==> config.mk <==
export PLATFORM = sky130hd
export DESIGN_NAME = clk_edge_monitor
export DESIGN_NICKNAME = d
export VERILOG_FILES = /design/src/rtl/clk_edge_monitor_pkg.sv /design/src/rtl/clk_edge_monitor_sync_edge_detect.sv /design/src/rtl/clk_edge_monitor.sv
export SDC_FILE = /design/constraint.sdc
export NUM_CORES = 1
export LEC_CHECK = 0
export ABC_AREA = 1
export ABC_CLOCK_PERIOD_IN_PS = 7600
export CAP_MARGIN = 20
export CORE_AREA = 2 2 94 96
export CTS_BUF_LIST = sky130_fd_sc_hd__clkbuf_4 sky130_fd_sc_hd__clkbuf_8 sky130_fd_sc_hd__clkbuf_16
export CTS_CLUSTER_DIAMETER = 60
export DETAILED_ROUTE_END_ITERATION = 10
export DIE_AREA = 0 0 96 98
export HOLD_SLACK_MARGIN = 0.03
export PLACE_DENSITY_LB_ADDON = 0.15
export SYNTH_ARGS = -nofsm -noshare
export SYNTH_HDL_FRONTEND = slang
export SYNTH_SLANG_ARGS = --single-unit
export TNS_END_PERCENT = 10
==> constraint.sdc <==
create_clock -name clk -period 7.6 [get_ports clk]
set_input_delay 1.52 -clock clk [delete_from_list [all_inputs] [get_ports clk]]
set_output_delay 1.52 -clock clk [all_outputs]
set_load 0.02 [all_outputs]
==> src/rtl/clk_edge_monitor_pkg.sv <==
// Shared definitions for the divided-clock edge monitor.
// State encoding plus default ratio/timeout values shared with the divider.
package clk_edge_monitor_pkg;

  localparam int unsigned DEF_EXP_HALF   = 2;
  localparam int unsigned DEF_LOCK_COUNT = 4;
  localparam int unsigned DEF_TIMEOUT    = 64;
  localparam int unsigned DEF_CNT_W      = 32;

  typedef enum logic [1:0] {
    ST_IDLE    = 2'd0,
    ST_ACQUIRE = 2'd1,
    ST_LOCKED  = 2'd2,
    ST_LOST    = 2'd3
  } mon_state_e;

  // An edge yields a measurement only once a reference edge has been seen,
  // which is exactly the ACQUIRE and LOCKED states.
  function automatic logic is_measuring(input mon_state_e s);
    return (s == ST_ACQUIRE) || (s == ST_LOCKED);
  endfunction

endpackage

==> src/rtl/clk_edge_monitor_sync_edge_detect.sv <==
// 3-flop synchroniser for an asynchronous level, plus registered rise/fall ticks.
// Ports: clk_i, rst_i (async high), async_i in; edge_o (comb), rise_o, fall_o out.
module sync_edge_detect (
  input  logic clk_i,
  input  logic rst_i,
  input  logic async_i,
  output logic edge_o,
  output logic rise_o,
  output logic fall_o
);

  logic s1_q;
  logic s2_q;
  logic s3_q;
  logic rise_q;
  logic fall_q;

  // s1/s2 form the metastability chain; s3 is the history bit.
  assign edge_o = s2_q ^ s3_q;
  assign rise_o = rise_q;
  assign fall_o = fall_q;

  always_ff @(posedge clk_i or posedge rst_i) begin
    if (rst_i) begin
      s1_q   <= 1'b0;
      s2_q   <= 1'b0;
      s3_q   <= 1'b0;
      rise_q <= 1'b0;
      fall_q <= 1'b0;
    end else begin
      s1_q   <= async_i;
      s2_q   <= s1_q;
      s3_q   <= s2_q;
      rise_q <= s2_q & ~s3_q;
      fall_q <= ~s2_q & s3_q;
    end
  end

endmodule

==> src/rtl/clk_edge_monitor.sv <==
// Receives a divided clock as data, emits rise/fall ticks, measures half-periods
// and reports locked/lost. Ports: clk, rst, slow_in; rise_tick, fall_tick,
// half_period, period_valid, locked, lost.
module clk_edge_monitor
  import clk_edge_monitor_pkg::*;
#(
  parameter int unsigned EXP_HALF   = DEF_EXP_HALF,
  parameter int unsigned LOCK_COUNT = DEF_LOCK_COUNT,
  parameter int unsigned TIMEOUT    = DEF_TIMEOUT,
  parameter int unsigned CNT_W      = DEF_CNT_W
) (
  input  logic             clk,
  input  logic             rst,
  input  logic             slow_in,
  output logic             rise_tick,
  output logic             fall_tick,
  output logic [CNT_W-1:0] half_period,
  output logic             period_valid,
  output logic             locked,
  output logic             lost
);

  localparam int unsigned MW = $clog2(LOCK_COUNT + 1);

  logic             edge_det;
  logic [CNT_W-1:0] cnt_q;
  logic [CNT_W-1:0] cnt_d;
  logic [CNT_W-1:0] meas;
  logic [CNT_W-1:0] hp_q;
  logic [CNT_W-1:0] hp_d;
  logic             pv_q;
  logic             locked_q;
  logic             lost_q;
  logic [MW-1:0]    mcnt_q;
  logic [MW-1:0]    mcnt_d;
  logic             timeout;
  logic             match;
  logic             measuring;
  mon_state_e       state_q;
  mon_state_e       state_d;

  sync_edge_detect u_sync_edge_detect (
    .clk_i   (clk),
    .rst_i   (rst),
    .async_i (slow_in),
    .edge_o  (edge_det),
    .rise_o  (rise_tick),
    .fall_o  (fall_tick)
  );

  // cnt counts cycles since the previous edge minus one, so the interval
  // between two edge conditions is cnt + 1.
  assign meas      = cnt_q + CNT_W'(1);
  assign match     = (meas == CNT_W'(EXP_HALF));
  assign timeout   = (cnt_q == CNT_W'(TIMEOUT));
  assign measuring = edge_det && is_measuring(state_q);

  assign half_period  = hp_q;
  assign period_valid = pv_q;
  assign locked       = locked_q;
  assign lost         = lost_q;

  always_comb begin
    cnt_d = cnt_q;
    if (edge_det) begin
      cnt_d = '0;
    end else if (!timeout) begin
      cnt_d = cnt_q + CNT_W'(1);
    end
  end

  always_comb begin
    hp_d = hp_q;
    if (measuring) begin
      hp_d = meas;
    end
  end

  // An edge always takes priority over a timeout in the same cycle.
  always_comb begin
    state_d = state_q;
    mcnt_d  = mcnt_q;
    unique case (state_q)
      ST_IDLE: begin
        if (edge_det) begin
          state_d = ST_ACQUIRE;
          mcnt_d  = '0;
        end else if (timeout) begin
          state_d = ST_LOST;
        end
      end
      ST_ACQUIRE: begin
        if (edge_det) begin
          if (!match) begin
            mcnt_d = '0;
          end else if (mcnt_q == MW'(LOCK_COUNT - 1)) begin
            state_d = ST_LOCKED;
            mcnt_d  = '0;
          end else begin
            mcnt_d = mcnt_q + MW'(1);
          end
        end else if (timeout) begin
          state_d = ST_LOST;
          mcnt_d  = '0;
        end
      end
      ST_LOCKED: begin
        if (edge_det) begin
          if (!match) begin
            state_d = ST_ACQUIRE;
            mcnt_d  = '0;
          end
        end else if (timeout) begin
          state_d = ST_LOST;
          mcnt_d  = '0;
        end
      end
      ST_LOST: begin
        if (edge_det) begin
          state_d = ST_ACQUIRE;
          mcnt_d  = '0;
        end
      end
      default: begin
        state_d = ST_IDLE;
        mcnt_d  = '0;
      end
    endcase
  end

  always_ff @(posedge clk or posedge rst) begin
    if (rst) begin
      state_q <= ST_IDLE;
      mcnt_q  <= '0;
    end else begin
      state_q <= state_d;
      mcnt_q  <= mcnt_d;
    end
  end

  // locked/lost follow the state one cycle later, so they move the cycle
  // after the tick/period_valid that caused the transition.
  always_ff @(posedge clk or posedge rst) begin
    if (rst) begin
      cnt_q    <= '0;
      hp_q     <= '0;
      pv_q     <= 1'b0;
      locked_q <= 1'b0;
      lost_q   <= 1'b0;
    end else begin
      cnt_q    <= cnt_d;
      hp_q     <= hp_d;
      pv_q     <= measuring;
      locked_q <= (state_q == ST_LOCKED);
      lost_q   <= (state_q == ST_LOST);
    end
  end

endmodule

== Word-level counts from Yosys, hierarchy flattened ==
Index checks and enable logic that the tools add are counted.

* Input bits: 3
* Output and inout bits: 37
* Flip-flop bits (word level): 77
* Word-level logic and storage cells: 56

* Reduce and logical (&&, ||, !) cells: 6
* Bitwise operators: 5
* Equal/unequal tests: 12
* Mux-type cells: 19
* Add/subtract/negate cells: 2

{| class="wikitable"
|+ Operators by type and width
! kind !! count
|-
| 32-bit 2-to-1 mux || 2
|-
| 32-bit by 1-bit adder with 32-bit output (second input constant) || 1
|-
| 32-bit by 2-bit equality test with 1-bit output (second input constant) || 1
|-
| 32-bit by 7-bit equality test with 1-bit output (second input constant) || 1
|-
| 3-bit 2-to-1 mux || 7
|-
| 2-bit 2-to-1 mux || 8
|-
| 3-bit case mux with 3 select lines || 1
|-
| 2-bit case mux with 4 select lines || 1
|-
| 3-bit != test (second input constant) || 2
|-
| 2-bit equality test (second input constant) || 2
|-
| 2-bit != test (second input constant) || 2
|-
| 4-bit AND reduction || 1
|-
| 3-bit by 1-bit adder with 3-bit output (second input constant) || 1
|-
| 3-bit by 2-bit equality test with 1-bit output (second input constant) || 1
|-
| 3-bit by 2-bit != test with 1-bit output (second input constant) || 1
|-
| 1-bit AND || 2
|-
| 2-bit by 1-bit equality test with 1-bit output (second input constant) || 1
|-
| 2-bit zero test || 1
|-
| 2-bit by 1-bit != test with 1-bit output (second input constant) || 1
|-
| 1-bit NOT || 2
|-
| 2-bit AND reduction || 1
|-
| 2-bit OR reduction || 1
|-
| 1-bit logical AND || 1
|-
| 1-bit logical OR || 1
|-
| 1-bit XOR || 1
|}

== Logic depth before layout (Yosys ltp) ==
* Depth in word-level cells: 5
* Depth in mapped cells: 17
* Mapped depth without buffers: 17

== Hierarchy ==
A second synthesis with hierarchy kept.

* Cells, all modules: 606
* Area total of the unflattened synthesis: 4312.9 um^2

{| class="wikitable"
|+ Modules (own cells, without submodules)
! module !! sequential area each (um^2) !! times used !! cells each !! area an instance (um^2)
|-
| clk_edge_monitor || 1801.7 || 1 || 595 || 4147.7
|-
| sync_edge_detect || 125.1 || 1 || 11 || 165.2
|}

== Least setup slack after synthesis ==
Ideal clock, no wire load.

* Path kind: reg2reg
* Start: register cnt_q[0]
* End: register mcnt_q[0]
* Data arrival time: 1.949 ns
* Library setup time: 0.116 ns
* Path buffers: 0
* Required time: 7.484 ns
* Path slack: 5.535 ns
* Cell stages (with the launch flop): 17
* Period minus slack after synthesis: 2.065 ns
* Path through: dfrtp_1 -> ha_1 -> or2_2 -> nand2_1 -> nand2_1 -> nor2_1 -> nand2_1 -> nor2_1 -> nand2_1 -> nor2_1 -> nand2_1 -> nor2_4 -> nand4_4 -> nand2_4 -> inv_2 -> nand2_1 -> nand2_1

* Cells in the longest elaborated chain, start to end: 5
* Elaborated cells between the ends (all ways): 10
* Those cells by class: 1 x add/sub; 3 x eq/ne; 5 x mux; 1 x reduce/logical

{| class="wikitable"
|+ Ends and longest elaborated chain
! item !! line !! text
|-
| start: declaration || clk_edge_monitor.sv:26 || <nowiki>logic [CNT_W-1:0] cnt_q;</nowiki>
|-
| start signal: assignment || clk_edge_monitor.sv:151 || <nowiki>cnt_q <= cnt_d;</nowiki>
|-
| 32-bit by 1-bit adder with 32-bit output || clk_edge_monitor.sv:53 || <nowiki>assign meas = cnt_q + CNT_W'(1);</nowiki>
|-
| 32-bit by 2-bit equality test with 1-bit output || clk_edge_monitor.sv:54 || <nowiki>assign match = (meas == CNT_W'(EXP_HALF));</nowiki>
|-
| 3-bit 2-to-1 mux || clk_edge_monitor.sv:94 || <nowiki>if (!match) begin</nowiki>
|-
| 3-bit 2-to-1 mux || clk_edge_monitor.sv:93 || <nowiki>if (edge_det) begin</nowiki>
|-
| 3-bit case mux with 3 select lines || clk_edge_monitor.sv:83 || <nowiki>unique case (state_q)</nowiki>
|-
| end signal: assignment || clk_edge_monitor.sv:137 || <nowiki>mcnt_q <= mcnt_d;</nowiki>
|-
| end: declaration || clk_edge_monitor.sv:34 || <nowiki>logic [MW-1:0] mcnt_q;</nowiki>
|}

Parallel ways exist; a longest one is shown, timed or not.
A chain may end at the register's enable or synchronous reset.

== Final worst setup path ==
* Start: register hp_q[19], in the netlist half_period[19]
* End: output port half_period[19]

{| class="wikitable"
|+ RTL lines
! item !! line !! text
|-
| start: declaration || clk_edge_monitor.sv:29 || <nowiki>logic [CNT_W-1:0] hp_q;</nowiki>
|-
| start signal: assignment || clk_edge_monitor.sv:152 || <nowiki>hp_q <= hp_d;</nowiki>
|-
| end: declaration || clk_edge_monitor.sv:17 || <nowiki>output logic [CNT_W-1:0] half_period,</nowiki>
|}

No word-level cell between the ends.

==> impl_metrics.csv <==
group,metric,value,unit
floorplan,io_pins,40,
global_routing,overflow,0,
floorplan,rows,34,
logic_synthesis,synth-main-ff-cell,"dfrtp_1",
global_routing,grt_pass1_vias,3744,
sta,period_share,0.375,
route,drcViolationCount,0,
logic_synthesis,ys_seq_area_frac,0.455,
route,vias,3754,
placed_design,dp_hpwl,8090,µm
worst_setup_path,cp_slowest_cell,"clkdlybuf4s50_1",
logic_synthesis,avgSynthCellArea,7.33,µm²
worst_setup_path,end_kind,"output pin",
global_routing,grt_max_degree,78,
cells_and_area,layout-drive-gt1-share,0.0831,
sta,finalHoldViolCount,0,
clocking,cts_setup_buffers,0,
sta,fmax,351,MHz
cells_and_area,design_area,4970,µm²
sta,fin_skew,0.0134,ns
cells_and_area,area_delta_synth_final,17.4,%
logic_synthesis,synthCells,577,
min_path,hp-class,"flip-flop to flip-flop",
cells_and_area,mostFrequentLayoutCells,"195 x nand2_1, 84 x nor2_1, 77 x dfrtp_1, 56 x inv_1, 39 x clkdlybuf4s50_1",
power_and_ir_drop,p_leak,2.34,nW
worst_setup_path,critical_path.max_stage_delay,0.61,ns
logic_synthesis,ys_ff_latch,77,
route,wl,10700,µm
route,routedWlPerCell,14.6,µm
cells_and_area,diodes,0,
clocking,numClockSinks,77,
floorplan,die_x,96,µm
clocking,h-tree-depth,3,
global_routing,grtUsageMet1,0.346,
sta,slew_violations,0,
cells_and_area,final_cells,734,
global_routing,antenna_found_initial,0,
power_and_ir_drop,peakVddDrop,144,µV
worst_setup_path,worst_setup_path_start_kind,"flip-flop",
worst_setup_path,startpoint,"half_period[19]$_DFFE_PP0P_",
global_routing,met3_usage,0.0293,
sta,period_needed,2.85,ns
worst_setup_path,path_cells,"clkdlybuf4s50_1",
placed_design,dp.cells,718,
cells_and_area,regArea,1930,µm²
route,via_per_inst,5.11,
global_routing,grt_usage,0.251,
logic_synthesis,yosys.cell_types.count,28,
logic_synthesis,synth_warnings,0,
placed_design,dpl_worst_slack,4.73,ns
placed_design,finalWeightedCongestion,0.920,
logic_synthesis,netlist_area,4230,µm²
placed_design,placedInstanceArea,4770,µm²
route,first_iter_violations,156,
job,cap_viol_max_count,0,
logic_synthesis,synth-edff-count,0,
logic_synthesis,async_flop_share,1.00,
power_and_ir_drop,power.density,207,nW/µm²
cells_and_area,final_net_count,633,
logic_synthesis,syn_nets,589,
floorplan,dieArea,9410,µm²
min_path,min-delay-start,"u_sync_edge_detect.s1_q$_DFF_PP0_",
worst_setup_path,r2r_start,"state_q[0]$_DFFE_PP0P_",
sta,finalSetupViolCount,0,
worst_setup_path,required,6.08,ns
sta,rsz0062_at_grt,"no",
run_status,status,"finished, final reports clean",
route,firstDrtPassIters,5,
cells_and_area,nFillCells,825,
route,postRouteAntennaNets,0,
sta,layout_setup_ws,4.75,ns
worst_setup_path,crit_buf_inv,1,
cells_and_area,multiInputGateArea,2030,µm²
sta,slew_headroom,0.350,
clocking,cts_resized,0,
sta,worstMarginPinSlew,0.974,ns
clocking,clockRootBuffer,"clkbuf_8",
floorplan,design.core.area,8470,µm²
cells_and_area,final_common_cell,"nand2_1",
clocking,clock_path_buffers,2,
clocking,cts_hold_buf,0,
floorplan,dieHeight,98,µm
worst_setup_path,arrival,1.33,ns
clocking,cts.clk_slew.worst_paths,0.09,ns
clocking,cts_buffers,9,
placed_design,io_buffer_count,39,
global_routing,top_usage_layer,"met2",
sta,setup_tns,0,ns
clocking,clk_latency,0.35,ns
floorplan,start_util,0.500,
global_routing,grtUsageMet2,0.406,
worst_setup_path,cp_max_fo,2,
clocking,cts_tree,"done",
worst_setup_path,critPathKind,"flip-flop to output pin",
global_routing,grt_pass1_wl,18200,µm
worst_setup_path,crit_family,"buffers and inverters",
[logic make-up after synthesis]
| kind of cell | count (synthesis) | share of synthesized area |
|---|---|---|
| buffers and inverters | 73 | 0.0648 |
| XOR/XNOR | 1 | 0.00207 |
| AND/OR/NAND/NOR | 370 | 0.393 |
| adder cells (fa/ha/maj) | 9 | 0.0266 |
| AO/OA/AOI/OAI | 47 | 0.0582 |
| flip-flops | 77 | 0.455 |
[worst register-to-register path, stage by stage (launching register included)]
cell	delay [ns]
dfrtp_1	0.44
inv_1	0.07
ha_1	0.31
nor2_1	0.31
clkinv_1	0.69
buf_4	0.49
nand2_1	0.11
o21ai_0	0.07
[worst paths after layout]
path	cells past startpoint	to	slack [ns]
worst max register to register	7	half_period[11]$_DFFE_PP0P_	4.99
min in group asynchronous	3	mcnt_q[2]$_DFFE_PP0P_	1.80
worst max-delay path	1	half_period[19]	4.75
max in group asynchronous	3	half_period[10]$_DFFE_PP0P_	5.18
worst min-delay path	0	u_sync_edge_detect.s2_q$_DFF_PP0_	0.35
worst min register to register	0	u_sync_edge_detect.s2_q$_DFF_PP0_	0.35
[per-stage QoR]
stage	hold slack (ns)	power, mW	utilization
3_3_place_gp	0.337	0.705	0.560
6_report	0.352	1.03	0.587
5_1_grt	0.362	1.09	0.587
3_5_place_dp	0.336	0.718	0.563
2_1_floorplan	0.331	0.633	-
4_1_cts	0.355	1.04	0.587
[cell usage after synthesis, types with 2 or more instances]
library cell,count,share of area
nand2_1,195,0.17
nor2_1,84,0.075
dfrtp_1,77,0.46
inv_1,57,0.051
o21ai_0,34,0.040
nand3_1,31,0.037
nand4_1,12,0.018
clkbuf_1,9,0.0080
ha_1,9,0.027
nor3_1,9,0.011
nor2_2,8,0.012
nor2_4,7,0.019
nand3b_1,6,0.011
nand2_2,5,0.0074
nor4_1,5,0.0074
o21ai_1,5,0.0059
inv_2,4,0.0035
o21bai_1,4,0.0071
a21oi_1,3,0.0035
clkinv_1,3,0.0027
nand2_4,2,0.0053
or2_2,2,0.0030
[where the power goes]
part	total [mW]	leakage [nW]	switching (mW)	internal [mW]
Clock	0.321	0.0994	0.155	0.165
Combinational	0.250	1.19	0.166	0.0847
Sequential	0.458	1.05	0.0208	0.438
Total	1.03	2.34	0.342	0.687
[registers in the layout (all words and copies together) (netlist names)]
signal,cells
u_sync_edge_detect.s1_q,1
locked,1
period_valid,1
state_q,2
u_sync_edge_detect.rise_o,1
u_sync_edge_detect.s3_q,1
half_period,32
u_sync_edge_detect.fall_o,1
u_sync_edge_detect.s2_q,1
cnt_q,32
mcnt_q,3
lost,1
[metal layers]
layer  part of all wire  wire, µm  vias up
li1                   -         -     1906
met1               0.48      5140     1769
met2               0.48      5100       67
met3              0.028       304       12
met4              0.018       191        0
met5                  0         0        -
[cell type report]
type                            count  share of cell area
Sequential cell                    77               0.388
Inverter                           64              0.0483
Tap cell                          108              0.0272
Clock buffer                       11              0.0292
Clock inverter                      5              0.0118
Multi-Input combinational cell    427               0.409
Timing Repair Buffer               42              0.0871
Note: power is estimated with default switching activity, not from simulation.
==> RTL change 1 (config.mk and constraints unchanged) <==
Remove the register `locked_q`: a continuous assignment takes its place, so the output `locked` follows one clock earlier.
--- a/src/rtl/clk_edge_monitor.sv
+++ b/src/rtl/clk_edge_monitor.sv
@@ -145,16 +145,16 @@
       cnt_q    <= '0;
       hp_q     <= '0;
       pv_q     <= 1'b0;
-      locked_q <= 1'b0;
       lost_q   <= 1'b0;
     end else begin
       cnt_q    <= cnt_d;
       hp_q     <= hp_d;
       pv_q     <= measuring;
-      locked_q <= (state_q == ST_LOCKED);
       lost_q   <= (state_q == ST_LOST);
     end
   end
 
+  assign locked_q = (state_q == ST_LOCKED);
+
 endmodule
 
Check against the original RTL: no difference found for any inputs over 10 cycles, from zero or initial values and one cycle with rst high; that may be too few to reach the edited logic, so the function may still have changed.
==> RTL change 1 against the unedited design <==
  * Global-route usage decreased by 1.5 points
  * Sequential cell count decreased by 1
  * Synthesized area fell by 2.3%
  * Sequential power shrank 2%
  * Non-clock buffer count is 1 lower
  * Cell area decreased by 2.2%
  * Total power up 1.1%
  * Largest power group unchanged
  * Die area did not move
  * Worst setup slack got worse by 0.33 ns
  * Wire length down 7.2%
==> RTL change 1: results (changes against the unedited design) <==
Maximum number of pins on one net before global-route repair: 77 (-1.3%). The worst relative slew slack came out at 0.339 (-0.0112). For the number of gates given a new drive strength after cts, the log shows 0 (unchanged). The source-to-sink clock delay at the later pin of the worst-skew pair is 0.36 ns. In this run the clock root is driven by a sky130_fd_sc_hd__clkbuf_8.

The number of violations reported at the end of detailed-routing iteration 0 is 167 (+7.1%). The met3 capacity usage during global routing is 0.0417 (+0.0123), and the number of filler cells placed in the layout is 816 (-1.1%). The commonest cells after synthesis are sky130_fd_sc_hd__nand2_1 (186), sky130_fd_sc_hd__nor2_1 (90), sky130_fd_sc_hd__inv_1 (77). By area the synthesized netlist is led by sky130_fd_sc_hd__dfrtp_1 (46%), sky130_fd_sc_hd__nand2_1 (17%), sky130_fd_sc_hd__nor2_1 (8.2%). The sequential cell area fraction in the yosys report is 0.460 (+0.00456), and the final HPWL from detailed placement is 7550 um (-6.7%).

The maximum number of buffers from clock root to sink was 2 (unchanged). The global-route usage over all layers was 0.236 (-0.0148). The tools report the startpoint of the most critical hold path as u_sync_edge_detect.s1_q. The tools report the setup skew after layout as 0.0136 ns (+0.000233 ns).

The top fanout value on the critical path was 4 (+2); the number of H-tree levels was 3 (unchanged). Via count: 3730 (-0.64%). The run gives 0.317 (-0.0288) as the met1 track demand over resource. The worst register-to-register path begins at cnt_q[0]. The logs give 589 (unchanged) for the post-synth net total and 0.359 (-0.0470) for the met2 usage. The initial antenna violation count is 0 (unchanged), and the total setup buffers inserted after CTS is 0 (unchanged). The routed via count divided by cell count is 5.10 (-0.37%).

The class of the tightest hold or removal check was reg2reg. The layout cell share with drive strength beyond 1 came out at 0.0689 (-0.0142). For the worst supply voltage drop on vdd, the log shows 0.162 mV (+13%). The antenna diode count came out at 0 (unchanged).

The total instance count after detailed placement came out at 716 (-0.28%). The flow ran to the end, and the final reports show no timing, DRC or antenna violations. The clock-pin slew on the worst setup and hold paths works out to 0.08 ns.

The run gives 0.925 (+0.49%) as the final weighted congestion in routability-driven placement. The count of unique library cells instantiated by Yosys was 25 (-11%). The number of standard cells after synthesis is 577 (unchanged). The share of async-settable or async-resettable flops after synthesis is 1.00 (unchanged). For the global-route wire length before repair, the log shows 17100 um (-5.8%).

For this run, the leading register cell type out of synthesis is sky130_fd_sc_hd__dfrtp_1. The logs give 5 (unchanged) for the number of iterations in the first detailed-routing pass and 9 (unchanged) for the number of buffers inserted during clock tree synthesis. The placed instance area was 4640 sq um (-2.7%). The launching element of the worst setup path is state_q[0]. The critical path arrival is 1.66 ns (+0.33 ns).

The number of warning messages in the yosys log is 0 (unchanged), and the routed wire length is 9970 um (-7.2%). The count of buffers inserted at the top-level ports was 39 (unchanged). For the final net count, the log shows 631 (-0.32%). For the reported leakage power, the log shows 0.00224 uW (-4.4%).
[RTL change 1: worst max-delay path: stages (launching register included)]
cell	delay, ns
sky130_fd_sc_hd__dfrtp_1	0.41
sky130_fd_sc_hd__inv_1	0.09
sky130_fd_sc_hd__ha_1	0.19
sky130_fd_sc_hd__clkdlybuf4s50_1	0.62
[RTL change 1: area by class of cell]
class,count,area (sq um),area share
Tap cell,108,135,0.0278
Clock inverter,6,88.8,0.0183
Clock buffer,10,131,0.0270
Sequential cell,76,1900,0.391
Timing Repair Buffer,41,405,0.0834
Inverter,79,297,0.0610
Multi-Input combinational cell,412,1900,0.391
[RTL change 1: path summary, 6_finish.rpt]
path | end | slack (ns) | cells past startpoint
min | u_sync_edge_detect.s2_q | 0.36 | 0
min reg2reg | u_sync_edge_detect.s2_q | 0.36 | 0
min in group asynchronous | half_period[31] | 1.74 | 3
max | locked | 4.42 | 3
max reg2reg | state_q[1] | 5.03 | 14
max in group asynchronous | cnt_q[25] | 5.20 | 3
[RTL change 1: logic make-up after synthesis]
group | count (synthesis) | share of synthesized area
buf+inv | 89 | 0.0808
flops | 76 | 0.460
xor+xnor | 1 | 0.00212
compound gates | 52 | 0.0648
fa+ha+maj | 9 | 0.0272
simple gates | 350 | 0.365
[RTL change 1: per-stage QoR]
step	total power, uW	setup WS (ns)	util
floorplan	628	4.14	-
global placement	701	4.80	0.548
detailed placement	705	4.75	0.548
CTS	1050	4.40	0.574
global route	1100	4.33	0.574
finish	1040	4.42	0.574
[RTL change 1: layer usage]
metal / up-vias / wire, um
li1: 1870 / -
met1: 1736 / 4640
met2: 94 / 4570
met3: 30 / 356
met4: 0 / 400
met5: - / 0
[RTL change 1: power breakdown]
part / internal, uW / switching, uW
Clock: 188 / 156
Sequential: 432 / 18.7
Combinational: 82.5 / 163
Total: 703 / 338
==> RTL change 2 (same flow settings) <==
Made on the original files. Change the package constant `DEF_LOCK_COUNT` from 4 to 8.
--- a/src/rtl/clk_edge_monitor_pkg.sv
+++ b/src/rtl/clk_edge_monitor_pkg.sv
@@ -3,7 +3,7 @@
 package clk_edge_monitor_pkg;
 
   localparam int unsigned DEF_EXP_HALF   = 2;
-  localparam int unsigned DEF_LOCK_COUNT = 4;
+  localparam int unsigned DEF_LOCK_COUNT = 8;
   localparam int unsigned DEF_TIMEOUT    = 64;
   localparam int unsigned DEF_CNT_W      = 32;
 
Formal check against the unedited RTL: same outputs for any inputs over 10 cycles, from zero or initial values and one cycle with rst high; that may be too few to reach the edited logic, so the function may still have changed.
==> RTL change 2 against the unedited design <==
  * Sequential cell count is 1 higher
  * Clock skew hardly changed
  * Worst setup slack worse by 0.0095 ns
  * Die area stayed put
  * Sequential power is 5.7% higher
  * Synthesized area is 3.2% higher
  * Count of clock-buffer cells in the layout is 2 lower
  * Final cell count is 5.2% higher
  * Cell area is 3.7% higher
  * Sequential share of layout area is 0.90 points lower
  * Total power is 13% higher
  * Wire length is 12% higher
  * Combinational power is 31% higher
  * Synthesized cell count is 6.4% higher
  * Critical path type unchanged
  * Largest power group unchanged
==> RTL change 2: results (changes against the unedited design) <==
The flow ran to the end, and the final reports show no timing, DRC or antenna violations. The clock tree root driver cell was sky130_fd_sc_hd__clkbuf_8. Yosys instantiated no cell more often than sky130_fd_sc_hd__nand2_1. The fraction of synthesized cell area in xor and xnor cells was 0.00602 (+0.00395); the average detailed-routed wire length per instance was 15.5 um (+6.1%). By count the netlist is led by sky130_fd_sc_hd__nand2_1 (198), sky130_fd_sc_hd__nor2_1 (110), sky130_fd_sc_hd__dfrtp_1 (78).

The number of buffers inserted during clock tree synthesis was 9 (unchanged). The critical path arrival was 1.34 ns. The worst reg2reg path depth works out to 14 (+7).

Count of unique library cells instantiated by Yosys: 26 (-7.1%). The logs give 2 (unchanged) for the maximum number of buffers from clock root to sink and 9130 um (+13%) for the final HPWL from detailed placement. The share of the synthesized area in compound gates (AO/OA/AOI/OAI) is 0.0607 (+0.00248).

The tools report the number of violations reported at the end of detailed-routing iteration 0 as 247 (+58%). Placed instance area: 4900 sq um (+2.9%). The final-layout worst hold slack is 0.366 ns (+0.0141 ns), and the layout cell share with drive strength beyond 1 is 0.0738 (-0.00927). The arithmetic-cell share of the synthesized area counting full adders, half adders and majority gates came out at 0.0258 (-0.000831). The worst register-to-register path begins at cnt_q[0]. Yosys attributes the largest share of cell area to sky130_fd_sc_hd__dfrtp_1 (45%), sky130_fd_sc_hd__nand2_1 (17%), sky130_fd_sc_hd__nor2_1 (9.5%). The tools report the sequential cell area fraction in the yosys report as 0.447 (-0.00849). The run gives 0.0133 ns (-0.0000309 ns) as the setup skew after layout. For the final net count, the log shows 671 (+6.0%). The run gives 780 (-5.5%) as the number of filler cells placed in the layout. The worst supply voltage drop on vdd was 0.170 mV (+18%).

The run gives 4.98 ns (about the same) as the worst setup slack for register-to-register paths. The tools report the maximum number of pins on one net before global-route repair as 79 (+1.3%). The run gives 0 (unchanged) as the total of hold buffers inserted after clock tree synthesis. The global-route usage over all layers was 0.278 (+0.0275); the post-synth net total was 626 (+6.3%). For the final weighted congestion in routability-driven placement, the log shows 0.944 (+2.6%). For the post-route worst setup slack, the log shows 4.74 ns (-0.00948 ns). The via count of the first global-routing pass was 4005 (+7.0%); the worst relative slew slack was 0.506 (+0.155). The reported leakage power was 0.00243 uW (+3.7%); the global-route wire length before repair was 19900 um (+9.7%). The tools report the destination of the worst hold path as u_sync_edge_detect.s2_q. The worst reg2reg path endpoint is mcnt_q[0].

The routed via count divided by cell count is 5.29 (+3.4%).
[RTL change 2: changes by cell type after synthesis, sizes merged, moves of 2 or more]
cell    change
xor2        +2
a31oi       +5
clkinv      -3
o21bai      -3
nand2       +2
o21ai       -3
nor2       +23
nor3        -6
nand3       +8
a21oi       +3
inv         +8
[RTL change 2: cell families after synthesis]
| group | after synthesis |
|---|---|
| and+or+nand+nor | 396 |
| xor gates and xnor gates | 3 |
| adders and majority gates | 9 |
| DFF | 78 |
| buffers and inverters | 78 |
| AOI/OAI and AO/OA | 50 |
[RTL change 2: worst max-delay path by stage]
stage,startpoint,end,depth (start not counted)
floorplan,rst,cnt_q[0],1
global placement,rst,cnt_q[28],3
detailed placement,rst,cnt_q[28],3
CTS,half_period[10],half_period[10],1
global route,cnt_q[0],mcnt_q[3],17
finish,half_period[11],half_period[11],1
[RTL change 2: area by class of cell]
cell class                      instances  share of cell area
Timing Repair Buffer                   43              0.0893
Clock buffer                            9              0.0240
Inverter                               69              0.0505
Tap cell                              108              0.0262
Sequential cell                        78               0.379
Multi-Input combinational cell        458               0.412
Clock inverter                          7              0.0192
[RTL change 2: stage by stage]
stage               instances  utilization
floorplan                 614            -
global placement          754        0.576
detailed placement        755        0.579
CTS                       771        0.606
global route              772        0.609
finish                    772        0.609
[RTL change 2: report_power, final]
group | switching, uW | internal, uW | total [uW] | leakage [uW]
clock network | 169 | 186 | 355 | 0.000109
registers | 27.2 | 457 | 484 | 0.00106
logic | 204 | 122 | 327 | 0.00126
total | 401 | 766 | 1170 | 0.00243
[RTL change 2: per-layer routing]
metal / wire, um / vias to the layer above / part of all wire / global-route usage
li1: - / 2024 / - / -
met3: 536 / 22 / 0.045 / 0.0455
met1: 5680 / 1934 / 0.47 / 0.391
met4: 275 / 0 / 0.023 / 0.103
met5: 0 / - / 0 / 0
met2: 5500 / 101 / 0.46 / 0.431
